==> src/rtl/multicycle_controller_pkg.sv <==
// Shared encodings for the multi-cycle RV32 control FSM: opcodes, state codes and datapath select values.
// The RV_EXT_OPS_EN macro (in the top) enables the EXECUTEI and JAL states listed here.
package multicycle_controller_pkg;

  localparam logic [6:0] OP_LW  = 7'b0000011;
  localparam logic [6:0] OP_SW  = 7'b0100011;
  localparam logic [6:0] OP_R   = 7'b0110011;
  localparam logic [6:0] OP_BEQ = 7'b1100011;
  localparam logic [6:0] OP_I   = 7'b0010011;
  localparam logic [6:0] OP_JAL = 7'b1101111;

  typedef enum logic [3:0] {
    S_FETCH    = 4'd0,
    S_DECODE   = 4'd1,
    S_MEMADR   = 4'd2,
    S_MEMREAD  = 4'd3,
    S_MEMWB    = 4'd4,
    S_MEMWRITE = 4'd5,
    S_EXECUTER = 4'd6,
    S_ALUWB    = 4'd7,
    S_BEQ      = 4'd8,
    S_EXECUTEI = 4'd9,
    S_JAL      = 4'd10
  } state_t;

  localparam logic [1:0] RES_ALUOUT = 2'b00;
  localparam logic [1:0] RES_MEM    = 2'b01;
  localparam logic [1:0] RES_ALU    = 2'b10;

  localparam logic [1:0] A_PC    = 2'b00;
  localparam logic [1:0] A_OLDPC = 2'b01;
  localparam logic [1:0] A_RS1   = 2'b10;

  localparam logic [1:0] B_RS2   = 2'b00;
  localparam logic [1:0] B_IMM   = 2'b01;
  localparam logic [1:0] B_FOUR  = 2'b10;

  localparam logic [1:0] ALU_ADD   = 2'b00;
  localparam logic [1:0] ALU_SUB   = 2'b01;
  localparam logic [1:0] ALU_FUNCT = 2'b10;

  localparam logic [1:0] IMM_I = 2'b00;
  localparam logic [1:0] IMM_S = 2'b01;
  localparam logic [1:0] IMM_B = 2'b10;
  localparam logic [1:0] IMM_J = 2'b11;

endpackage

==> src/rtl/multicycle_controller_imm_src_decoder.sv <==
// Opcode -> immediate format select; purely combinational so the single-cycle core can share it.
module imm_src_decoder
  import multicycle_controller_pkg::*;
(
  input  logic [6:0] op,
  output logic [1:0] imm_src
);

  always_comb begin
    case (op)
      OP_SW:   imm_src = IMM_S;
      OP_BEQ:  imm_src = IMM_B;
      OP_JAL:  imm_src = IMM_J;
      default: imm_src = IMM_I;
    endcase
  end

endmodule

==> src/rtl/multicycle_controller.sv <==
// Control FSM for a shared-ALU, shared-memory multi-cycle RV32 datapath (lw, sw, R-type, beq).
// Define RV_EXT_OPS_EN to add the I-type ALU (EXECUTEI) and JAL sequences.
module multicycle_controller
  import multicycle_controller_pkg::*;
#(
  parameter int STATE_W = 4
) (
  input  logic               clk,
  input  logic               rst,
  input  logic [6:0]         op,
  input  logic               zero,
  input  logic               mem_ready,
  output logic               pc_write,
  output logic               adr_src,
  output logic               mem_read,
  output logic               mem_write,
  output logic               ir_write,
  output logic [1:0]         result_src,
  output logic [1:0]         alu_src_a,
  output logic [1:0]         alu_src_b,
  output logic [1:0]         alu_op,
  output logic               reg_write,
  output logic [1:0]         imm_src,
  output logic               illegal,
  output logic [STATE_W-1:0] state
);

  state_t     state_q, state_d;
  logic [1:0] imm_dec;

  imm_src_decoder u_imm_src_decoder (
    .op      (op),
    .imm_src (imm_dec)
  );

  // NOTE: state is the only storage; non-blocking here, blocking in the combinational decode below.
  always_ff @(posedge clk or negedge rst) begin
    if (!rst) state_q <= S_FETCH;
    else      state_q <= state_d;
  end

  // Outputs depend on mem_ready/zero in the same cycle and must drop the instant reset asserts,
  // so they are decoded combinationally from the state register.
  always_comb begin
    // NOTE: every output gets a default before the case so no latch is inferred.
    state_d    = S_FETCH;
    pc_write   = 1'b0;
    adr_src    = 1'b0;
    mem_read   = 1'b0;
    mem_write  = 1'b0;
    ir_write   = 1'b0;
    result_src = RES_ALUOUT;
    alu_src_a  = A_PC;
    alu_src_b  = B_RS2;
    alu_op     = ALU_ADD;
    reg_write  = 1'b0;
    illegal    = 1'b0;
    imm_src    = imm_dec;

    case (state_q)
      S_FETCH: begin
        mem_read   = 1'b1;
        alu_src_b  = B_FOUR;
        result_src = RES_ALU;
        ir_write   = mem_ready;
        pc_write   = mem_ready;
        state_d    = mem_ready ? S_DECODE : S_FETCH;
      end
      S_DECODE: begin
        alu_src_a = A_OLDPC;
        alu_src_b = B_IMM;
        case (op)
          OP_LW, OP_SW: state_d = S_MEMADR;
          OP_R:         state_d = S_EXECUTER;
          OP_BEQ:       state_d = S_BEQ;
`ifdef RV_EXT_OPS_EN
          OP_I:         state_d = S_EXECUTEI;
          OP_JAL:       state_d = S_JAL;
`endif
          default: begin
            illegal = 1'b1;
            state_d = S_FETCH;
          end
        endcase
      end
      S_MEMADR: begin
        alu_src_a = A_RS1;
        alu_src_b = B_IMM;
        state_d   = (op == OP_LW) ? S_MEMREAD : S_MEMWRITE;
      end
      S_MEMREAD: begin
        adr_src  = 1'b1;
        mem_read = 1'b1;
        state_d  = mem_ready ? S_MEMWB : S_MEMREAD;
      end
      S_MEMWB: begin
        result_src = RES_MEM;
        reg_write  = 1'b1;
      end
      S_MEMWRITE: begin
        adr_src   = 1'b1;
        mem_write = 1'b1;
        state_d   = mem_ready ? S_FETCH : S_MEMWRITE;
      end
      S_EXECUTER: begin
        alu_src_a = A_RS1;
        alu_op    = ALU_FUNCT;
        state_d   = S_ALUWB;
      end
      S_ALUWB: begin
        reg_write = 1'b1;
      end
      S_BEQ: begin
        alu_src_a = A_RS1;
        alu_op    = ALU_SUB;
        pc_write  = zero;
      end
`ifdef RV_EXT_OPS_EN
      S_EXECUTEI: begin
        alu_src_a = A_RS1;
        alu_src_b = B_IMM;
        alu_op    = ALU_FUNCT;
        state_d   = S_ALUWB;
      end
      S_JAL: begin
        // PC+4 from OldPC goes to ALUOut for the link while PC takes the target already in ALUOut.
        alu_src_a = A_OLDPC;
        alu_src_b = B_FOUR;
        pc_write  = 1'b1;
        state_d   = S_ALUWB;
      end
`endif
      default: begin
        // Unreachable codes look like FETCH with no requests and recover on the next edge.
        alu_src_b  = B_FOUR;
        result_src = RES_ALU;
      end
    endcase

    if (!rst) begin
      pc_write   = 1'b0;
      adr_src    = 1'b0;
      mem_read   = 1'b0;
      mem_write  = 1'b0;
      ir_write   = 1'b0;
      result_src = 2'b00;
      alu_src_a  = 2'b00;
      alu_src_b  = 2'b00;
      alu_op     = 2'b00;
      reg_write  = 1'b0;
      imm_src    = 2'b00;
      illegal    = 1'b0;
    end
  end

  assign state = STATE_W'(state_q);

endmodule

==> config.mk <==
export PLATFORM = sky130hd
export DESIGN_NAME = multicycle_controller
export DESIGN_NICKNAME = d
export VERILOG_FILES = /design/src/rtl/multicycle_controller_pkg.sv /design/src/rtl/multicycle_controller_imm_src_decoder.sv /design/src/rtl/multicycle_controller.sv
export SDC_FILE = /design/constraint.sdc
export NUM_CORES = 1
export LEC_CHECK = 0
export BUFFER_PORTS_ARGS = -buffer_cell sky130_fd_sc_hd__buf_2
export CORE_UTILIZATION = 35
export DETAILED_ROUTE_END_ITERATION = 12
export PLACE_DENSITY = 0.64
export SLEW_MARGIN = 20
export SYNTH_ARGS = -nofsm -noshare
export SYNTH_HDL_FRONTEND = slang
export SYNTH_SLANG_ARGS = --single-unit
==> constraint.sdc <==
create_clock -name clk -period 2.2 [get_ports clk]
set_clock_uncertainty 0.1 [all_clocks]
set_input_delay 0.33 -clock clk [delete_from_list [all_inputs] [get_ports clk]]
set_output_delay 0.33 -clock clk [all_outputs]
set_load 0.03 [all_outputs]
* Yosys cells after proc, flatten, opt, wreduce, memory -nomap -nowiden *
Cells that the tools add are included.

storage, ports and cells
  bits in registers = 4
  logic and storage cells = 55
  output and inout port bits = 21

cells by class
  reductions and logical operators = 10
  equal/unequal tests = 13
  multiplexer cells = 31

operator list
  kind                                                 count
  case mux 4 bit (6 select lines)                      1
  equality test 4 x 3 -> 1 bit, second input constant  4
  case mux 2 bit (2 select lines)                      4
  two-way mux 1 bit                                    15
  equality test 7 x 6 -> 1 bit, second input constant  2
  equality test 7 bit, second input constant           2
  case mux 4 bit (3 select lines)                      1
  two-way mux 2 bit                                    5
  OR reduction 2 bit                                   5
  two-way mux 3 bit                                    3
  equality test 4 x 2 -> 1 bit, second input constant  2
  equality test 7 x 2 -> 1 bit, second input constant  1
  OR reduction 7 bit                                   1
  case mux 2 bit (3 select lines)                      1
  OR reduction 6 bit                                   1
  equality test 4 x 1 -> 1 bit, second input constant  1
  equality test 4 bit, second input constant           1
  logical NOT 4 bit                                    1
  OR reduction 4 bit                                   1
  OR reduction 3 bit                                   1
  case mux 1 bit (2 select lines)                      1

* Logic depth before layout (Yosys ltp) *
Gate-level depths: netlist of the first run.

  depth in word-level cells = 5
  gate-level depth with buffers = 5

* Modules after synthesis *
From an unflattened synthesis of the first run, not the netlist that was laid out.

unflattened totals
  cells, all modules = 74
  area, all modules = 536.8 µm²

modules (own cells, without submodules)
  module                 instances  area an instance (µm²)  cells an instance  sequential area each (µm²)
  multicycle_controller  1          493.0                   68                 100.1
  imm_src_decoder        1          43.8                    6                  0.0

* Least setup slack after synthesis of the first run *
No wires, ideal clock.

  kind = flip-flop to output port
  start = register state_q[2] (netlist: state[2])
  end = output illegal
  stages on the path, launching flop included = 5
  slack = -0.760 ns
  data required time = 1.770 ns
  path buffers = 1
  data arrival time = 2.530 ns
  cell sequence = dfrtp_1 > buf_2 > nor2_1 > nand2_1 > a2111oi_0

on the way
  longest elaborated chain between the ends = 3

RTL lines
  item                          RTL line                      RTL
  start: declaration            multicycle_controller.sv:28   state_t state_q, state_d;
  start signal: assignment      multicycle_controller.sv:39   else state_q <= state_d;
  equality test 4 x 1 -> 1 bit  multicycle_controller.sv:60   case (state_q)
  two-way mux 1 bit             multicycle_controller.sv:60
  two-way mux 1 bit             multicycle_controller.sv:140  if (!rst) begin
  end: declaration              multicycle_controller.sv:24   output logic illegal,

No other way between the ends.

* Worst setup path in the final report of the first run *
  start = register state_q[2] (netlist: state[2])
  end = output alu_src_b[1]

on the way
  longest elaborated chain between the ends = 4
  elaborated cells on any way between the ends = 12

RTL lines
  item                                                                              RTL line                      RTL
  equality test 4 x 3 -> 1 bit (tied with other cells)                              multicycle_controller.sv:60
  OR reduction 6 bit (no source line) / OR reduction 2 bit (equally long branches)  n/a
  case mux 2 bit (2 select lines) (*)                                               multicycle_controller.sv:60
  two-way mux 2 bit (*)                                                             multicycle_controller.sv:140
  end: declaration                                                                  multicycle_controller.sv:20   output logic [1:0] alu_src_b,

Mark *: on every way between the ends. The rest lies on a longest branch, timed or not.

==> results of run 1 <==
==> synth_stat cells, drive strengths merged (3+ instances only) <==
cell type / n
a21oi: 7
nand2b: 4
nand2: 9
inv: 3
nor2: 13
dfrtp: 4
nor3: 7
nor3b: 3
==> path summary, 6_finish.rpt <==
| path | cells after the start | slack (ns) | endpoint | from |
|---|---|---|---|---|
| max in group asynchronous | 2 | 1.35 | state[2] | rst |
| hold reg to reg | 3 | 0.46 | state[3] | state[3] |
| min in group asynchronous | 2 | 0.47 | state[0] | rst |
| setup / recovery | 5 | 0.14 | alu_src_b[1] | state[2] |
| setup reg to reg | 4 | 0.73 | state[2] | state[0] |
| hold / removal | 3 | 0.25 | state[3] | op[6] |
==> cell families after synthesis <==
logic type,Yosys count,synth area share (%)
AND/OR/NAND/NOR,47,48.0
AO/OA/AOI/OAI,14,17.6
buffers and inverters,6,5.02
flip-flops,4,20.1
XOR/XNOR,3,5.28
multiplexers,2,4.02
==> cells in the final DEF (no fill, tap or decap), drive strengths merged <==
master / n
nand2b: 4
nor2: 13
o21ai: 2
nand3: 2
clkbuf: 3
or2: 2
dfrtp: 4
o22a: 1
or3: 1
nor3: 7
a21oi: 7
xor2: 2
nor3b: 3
a21boi: 1
nor2b: 2
dlygate4sd3: 1
o311ai: 1
a2111oi: 1
o32ai: 1
and2: 2
mux2i: 2
buf: 34
nand4: 1
and3: 1
inv: 3
nand2: 9
xnor2: 1
==> area by class of cell <==
type                       instances  area [µm²]
timing repair buffer              35         188
fill                             148         598
multi-input combinational         66         379
sequential                         4         100
clock buffer                       3        22.5
tap                               15        18.8
inverter                           3        11.3
==> critical path, cell delays in order (launching register included) <==
cell and delay (ns):
dfrtp_1 0.42, buf_4 0.18, nor3_1 0.30, xnor2_1 0.17
and2_1 0.13, buf_2 0.18
==> through the flow <==
stage | cell area (µm²) | worst slack, ns | hold slack [ns] | util, %
3_5_place_dp | 687 | 0.291 | 0.0844 | 52.1
5_1_grt | 719 | 0.0267 | 0.251 | 54.6
4_1_cts | 719 | 0.130 | 0.247 | 54.6
2_1_floorplan | 504 | 0.0234 | -0.0656 | -
3_3_place_gp | 687 | 0.318 | 0.0813 | 52.1
6_report | 719 | 0.139 | 0.251 | 54.6
==> routing by layer <==
metal  share of wire, %  GRT usage, %  wire (µm)
met1                 46          23.9        608
met2                 48          36.5        629
met3                6.2          5.11         82
met4                  0          5.17          0
met5                  0             0          0
==> report_power, final <==
group	total, mW	internal [mW]	leakage, nW	switching [mW]
logic	0.110	0.0397	0.292	0.0707
clock network	0.0910	0.0610	0.0138	0.0300
registers	0.0826	0.0763	0.0543	0.00637
total	0.284	0.177	0.360	0.107
==> metrics.md, run 1 <==
| Metric | Value |
|---|---|
| Status | `complete, no violations` |
| Synthesized instance count | `76` |
| Power Total | `0.284 mW` |
| Gpl congestion | `0.713` |
| Crit-path max FO | `7` |
| Synth Warn # | `0` |
| Nets | `124` |
| Final setup vio count | `0` |
| Root buffer cell | `clkbuf_4` |
| Min cycle time layout | `2.06 ns` |
| Endpoint type of the worst setup path | `output pin` |
| Max reg flops | `4` |
| Share of layout cells above drive strength 1 | `36.9%` |
| First-pass GRT wire length | `2160 µm` |
| # hold bufs at CTS | `1` |
| Critical path class | `flop to output pin` |
| Fin. Hold Viols | `0` |
| Worst slew pin tran | `0.368 ns` |
| Die width | `39.7 µm` |
| Clk sinks | `4` |
| Die area | `1580 µm²` |
| Vias in the first global route | `536` |
| Post-CTS Resized | `0` |
| Diode count | `0` |
| Highest Clock Rate | `485 MHz` |
| WP data arrival | `1.63 ns` |
| Routed Wire Length | `1320 µm` |
| Static Leakage | `0.360 nW` |
| Port-buffer cells | `31` |
| Largest net degree at the start of global routing | `13` |
| Post-DP HPWL | `1020 µm` |
| Max-cap viol count | `0` |
| Max VDD drop | `0.308 mV` |
| Area contributors post-synth | `dfrtp_1 (20%), nor2_1 (9.8%), a21oi_1 (7.0%), nor3_1 (7.0%), nand2_1 (6.0%)` |
| Net Count, Synth | `87` |
| Post-synth ARST share | `100%` |
| Core area | `1320 µm²` |
| Register area share after synthesis | `20.1%` |
| Rows | `13` |
| Syn Area/Cell | `6.55 µm²` |
| Number of enable flip-flop cells after synthesis | `0` |
| GR Util All Layers | `20.5%` |
| Inst Count DP | `122` |
| H-tree levels | `1` |
| Clk_lat worst skew | `0.23 ns` |
| Starting DRC count in detailed routing | `12` |
| First-pass DRT Iterations | `4` |
| CTS tree | `yes` |
| Period utilisation layout | `93.7%` |
| Post-synthesis cell type count | `30` |
| Crit path launch type | `flop` |
| Slew margin rel. | `75.3%` |
| Slew Viols, Final | `0` |
| DRC | `0` |
| TritonCTS Buffers | `3` |
| Power density over the cells | `395 nW/µm²` |
| CP required | `1.77 ns` |
| Post-synth top flop | `dfrtp_1` |
| Area grow syn2layout | `44.5%` |
| Leading area contributor after synthesis | `dfrtp_1` |
| Register bit total from synthesis | `4` |
| Top cell type's share of synthesized area | `20.1%` |
| Post CTS Setup Buffer Count | `0` |
| I/O Pins | `32` |
| Setup TNS | `0 ns` |
| Via count | `649` |
| Total gr overflow | `0` |
| Clk pin slew, worst setup/hold paths | `0.04 ns` |
| Hold Path Class | `input port to flop` |
| Post-Layout Cell Count | `126` |
| Routed vias/inst | `5.15` |
| WL/cell | `10.5 µm` |
| Initial Util | `37.8%` |
| Die Height | `39.7 µm` |
| Initial antenna violation count | `0` |
| Clock Path Buffers | `2` |
| ANT nets after route | `0` |
| RSZ-0062 raised after global routing | `no` |
| Post-Syn Area | `498 µm²` |
Note: power is estimated with default switching activity, not from simulation.
==> run 2, diff against run 1 <==
- PLACE_DENSITY: 0.64 -> 0.69
- SYNTH_HIERARCHICAL: not set -> 1
==> run 2 against run 1 <==
Compared with the run above:
- non-clock buffer count did not move
- synthesized cell count is 2.6% lower
- count of clock-buffer cells in the layout stayed put
- final cell count is 2.4% lower
- via count down 1.1%
- synthesized area increased by 7.8%
- hold slack improved by 0.044 ns
- global-route usage down 0.54 points
- combinational power up 9%
- flip-flop and latch count stayed put
- design area rose by 4.9%
- register-to-register slack worse by 0.23 ns
==> metrics.md, run 2 <==
| Metric | Value |
|---|---|
| ANT nets after route | `0` |
| Largest net degree at the start of global routing | `15` |
| Max-cap viol count | `0` |
| I/O Pins | `32` |
| Register area share after synthesis | `18.6%` |
| First-pass DRT Iterations | `4` |
| Area contributors post-synth | `dfrtp_1 (19%), nor2_1 (7.0%), and3_1 (5.8%), xor2_1 (4.9%), and2_1 (4.7%)` |
| CP startpoint | `rst` |
| Post-DP HPWL | `1070 µm` |
| Crit-path max FO | `4` |
| Starting DRC count in detailed routing | `9` |
| Post CTS Setup Buffer Count | `0` |
| Period utilisation layout | `94.3%` |
| Post-synthesis cell type count | `31` |
| TritonCTS Buffers | `3` |
| Setup TNS | `0 ns` |
| Port-buffer cells | `31` |
| Post-Layout Cell Count | `123` |
| DRC | `0` |
| Leading area contributor after synthesis | `dfrtp_1` |
| Commonest cells post-synth | `nor2_1 (10), and3_1 (5), nand2_1 (5), nor3_1 (5)` |
| Commonest non-fill, non-tap cell in the layout | `buf_2` |
| WL/cell | `11.5 µm` |
| Hold Path Class | `input port to flop` |
| Clk pin slew, worst setup/hold paths | `0.04 ns` |
| Power density over the cells | `391 nW/µm²` |
| Most frequent cells in the layout | `buf_2 (29), nor2_1 (9), nand2_1 (5), and3_1 (5)` |
| Reg-to-Reg Start | `state[1]` |
| Initial Util | `39.3%` |
| Post-layout instance area | `754 µm²` |
| R2r endpoint | `state[2]` |
| Area grow syn2layout | `40.6%` |
| Synthesized instance count | `74` |
| Critical path class | `input port to output pin` |
| Via count | `642` |
| Number of enable flip-flop cells after synthesis | `0` |
| Net Count, Synth | `85` |
| CP required | `1.77 ns` |
| Count leader, synth | `nor2_1` |
| Die area | `1690 µm²` |
| R2R cell count | `5` |
| Post-synth top flop | `dfrtp_1` |
| Synth Warn # | `6` |
| Rows | `13` |
| Power Total | `0.295 mW` |
| Fin. Hold Viols | `0` |
| GR Util All Layers | `20.0%` |
| Clock Path Buffers | `2` |
| First-pass GRT wire length | `2200 µm` |
| Die width | `41.2 µm` |
| Top cell type's share of synthesized area | `18.6%` |
| Crit path launch type | `input port` |
| Worst slew pin tran | `0.420 ns` |
| Initial antenna violation count | `0` |
| Root buffer cell | `clkbuf_4` |
| Placed Area | `707 µm²` |
| Total gr overflow | `0` |
| Status | `complete, no violations` |
| Routed vias/inst | `5.22` |
| H-tree levels | `1` |
| Reg2reg setup slack | `0.50 ns` |
| Routed Wire Length | `1420 µm` |
| Core area | `1370 µm²` |
| WP data arrival | `1.64 ns` |
| Die Height | `41.2 µm` |
| Worst setup path endpoint | `alu_op[1]` |
| Register bit total from synthesis | `4` |
| CTS tree | `yes` |
| Slew Viols, Final | `0` |
| Share of layout cells above drive strength 1 | `38.9%` |
| Inst Count DP | `119` |
| Diode count | `0` |
| Nets | `121` |
| Clk sinks | `4` |
| Clk_lat worst skew | `0.24 ns` |
| Gpl congestion | `0.697` |
| Max reg flops | `4` |
| Max VDD drop | `0.234 mV` |
| Highest Clock Rate | `482 MHz` |
| Vias in the first global route | `495` |
| Syn Area/Cell | `7.25 µm²` |
| Static Leakage | `0.418 nW` |
| RSZ-0062 raised after global routing | `no` |
| Post-synth ARST share | `100%` |
| Min cycle time layout | `2.07 ns` |
| Endpoint type of the worst setup path | `output pin` |
| Final setup vio count | `0` |
| Slew margin rel. | `72.0%` |
| Post-Syn Area | `537 µm²` |
==> run 2: how the worst min path moves through the flow <==
stage,start,endpoint,slack [ns],cells past startpoint
3_5_place_dp,rst,state[0],0.16,2
2_1_floorplan,rst,state[0],-0.07,0
3_3_place_gp,rst,state[0],0.15,2
5_1_grt,op[5],state[3],0.30,3
4_1_cts,op[5],state[3],0.28,3
6_report,op[5],state[3],0.29,3
==> run 2: final cells by class <==
cell class                 count  area [µm²]
multi-input combinational     63         409
clock buffer                   3        22.5
inverter                       3        11.3
fill                         136         612
tap                           15        18.8
timing repair buffer          35         193
sequential                     4         100
==> run 2: logic make-up (layout without fill, tap and decap cells) <==
group | after synthesis | after routing | share of synthesized area [%]
buffers and inverters | 7 | 41 | 6.99
muxes | 1 | 1 | 1.86
and+or+nand+nor | 44 | 44 | 47.3
DFF | 4 | 4 | 18.6
xor gates and xnor gates | 4 | 4 | 6.53
AOI/OAI and AO/OA | 14 | 14 | 18.7
==> run 2: routing by layer <==
metal | track usage (%) | share of wire [%] | up-vias
met5 | 0 | 0 | -
met4 | 9.68 | 0 | 0
met3 | 3.26 | 3.0 | 0
met2 | 28.5 | 48 | 14
met1 | 28.6 | 49 | 295
li1 | - | - | 333
==> run 2: worst max-delay path, cell delays in order <==
cell and delay [ns]:
dlygate4sd3_1 0.52, buf_2 0.10, nor2b_2 0.17, nand2_1 0.12
nor3b_1 0.21, buf_4 0.19
==> run 2: through the flow <==
stage	utilization, %	hold slack (ns)	worst slack [ns]
finish	55.2	0.295	0.126
global route	55.2	0.300	0.00319
CTS	54.1	0.276	0.0612
detailed placement	51.7	0.155	0.329
global placement	51.7	0.153	0.352
floorplan	-	-0.0656	0.0201
==> run 2: repair_timing <==
item | in CTS | in global routing
hold endpoints to repair | 4 | 0
gates resized for setup | 0 | 5
endpoints found under the setup margin | 0 | 5
hold buffers | 1 | 0
==> run 2: where the power goes <==
part           leakage [nW]  total, mW  internal (mW)  switching (mW)
logic                 0.350      0.120         0.0447          0.0750
registers            0.0543     0.0792         0.0763         0.00290
clock network        0.0138     0.0959         0.0613          0.0345
total                 0.418      0.295          0.182           0.112
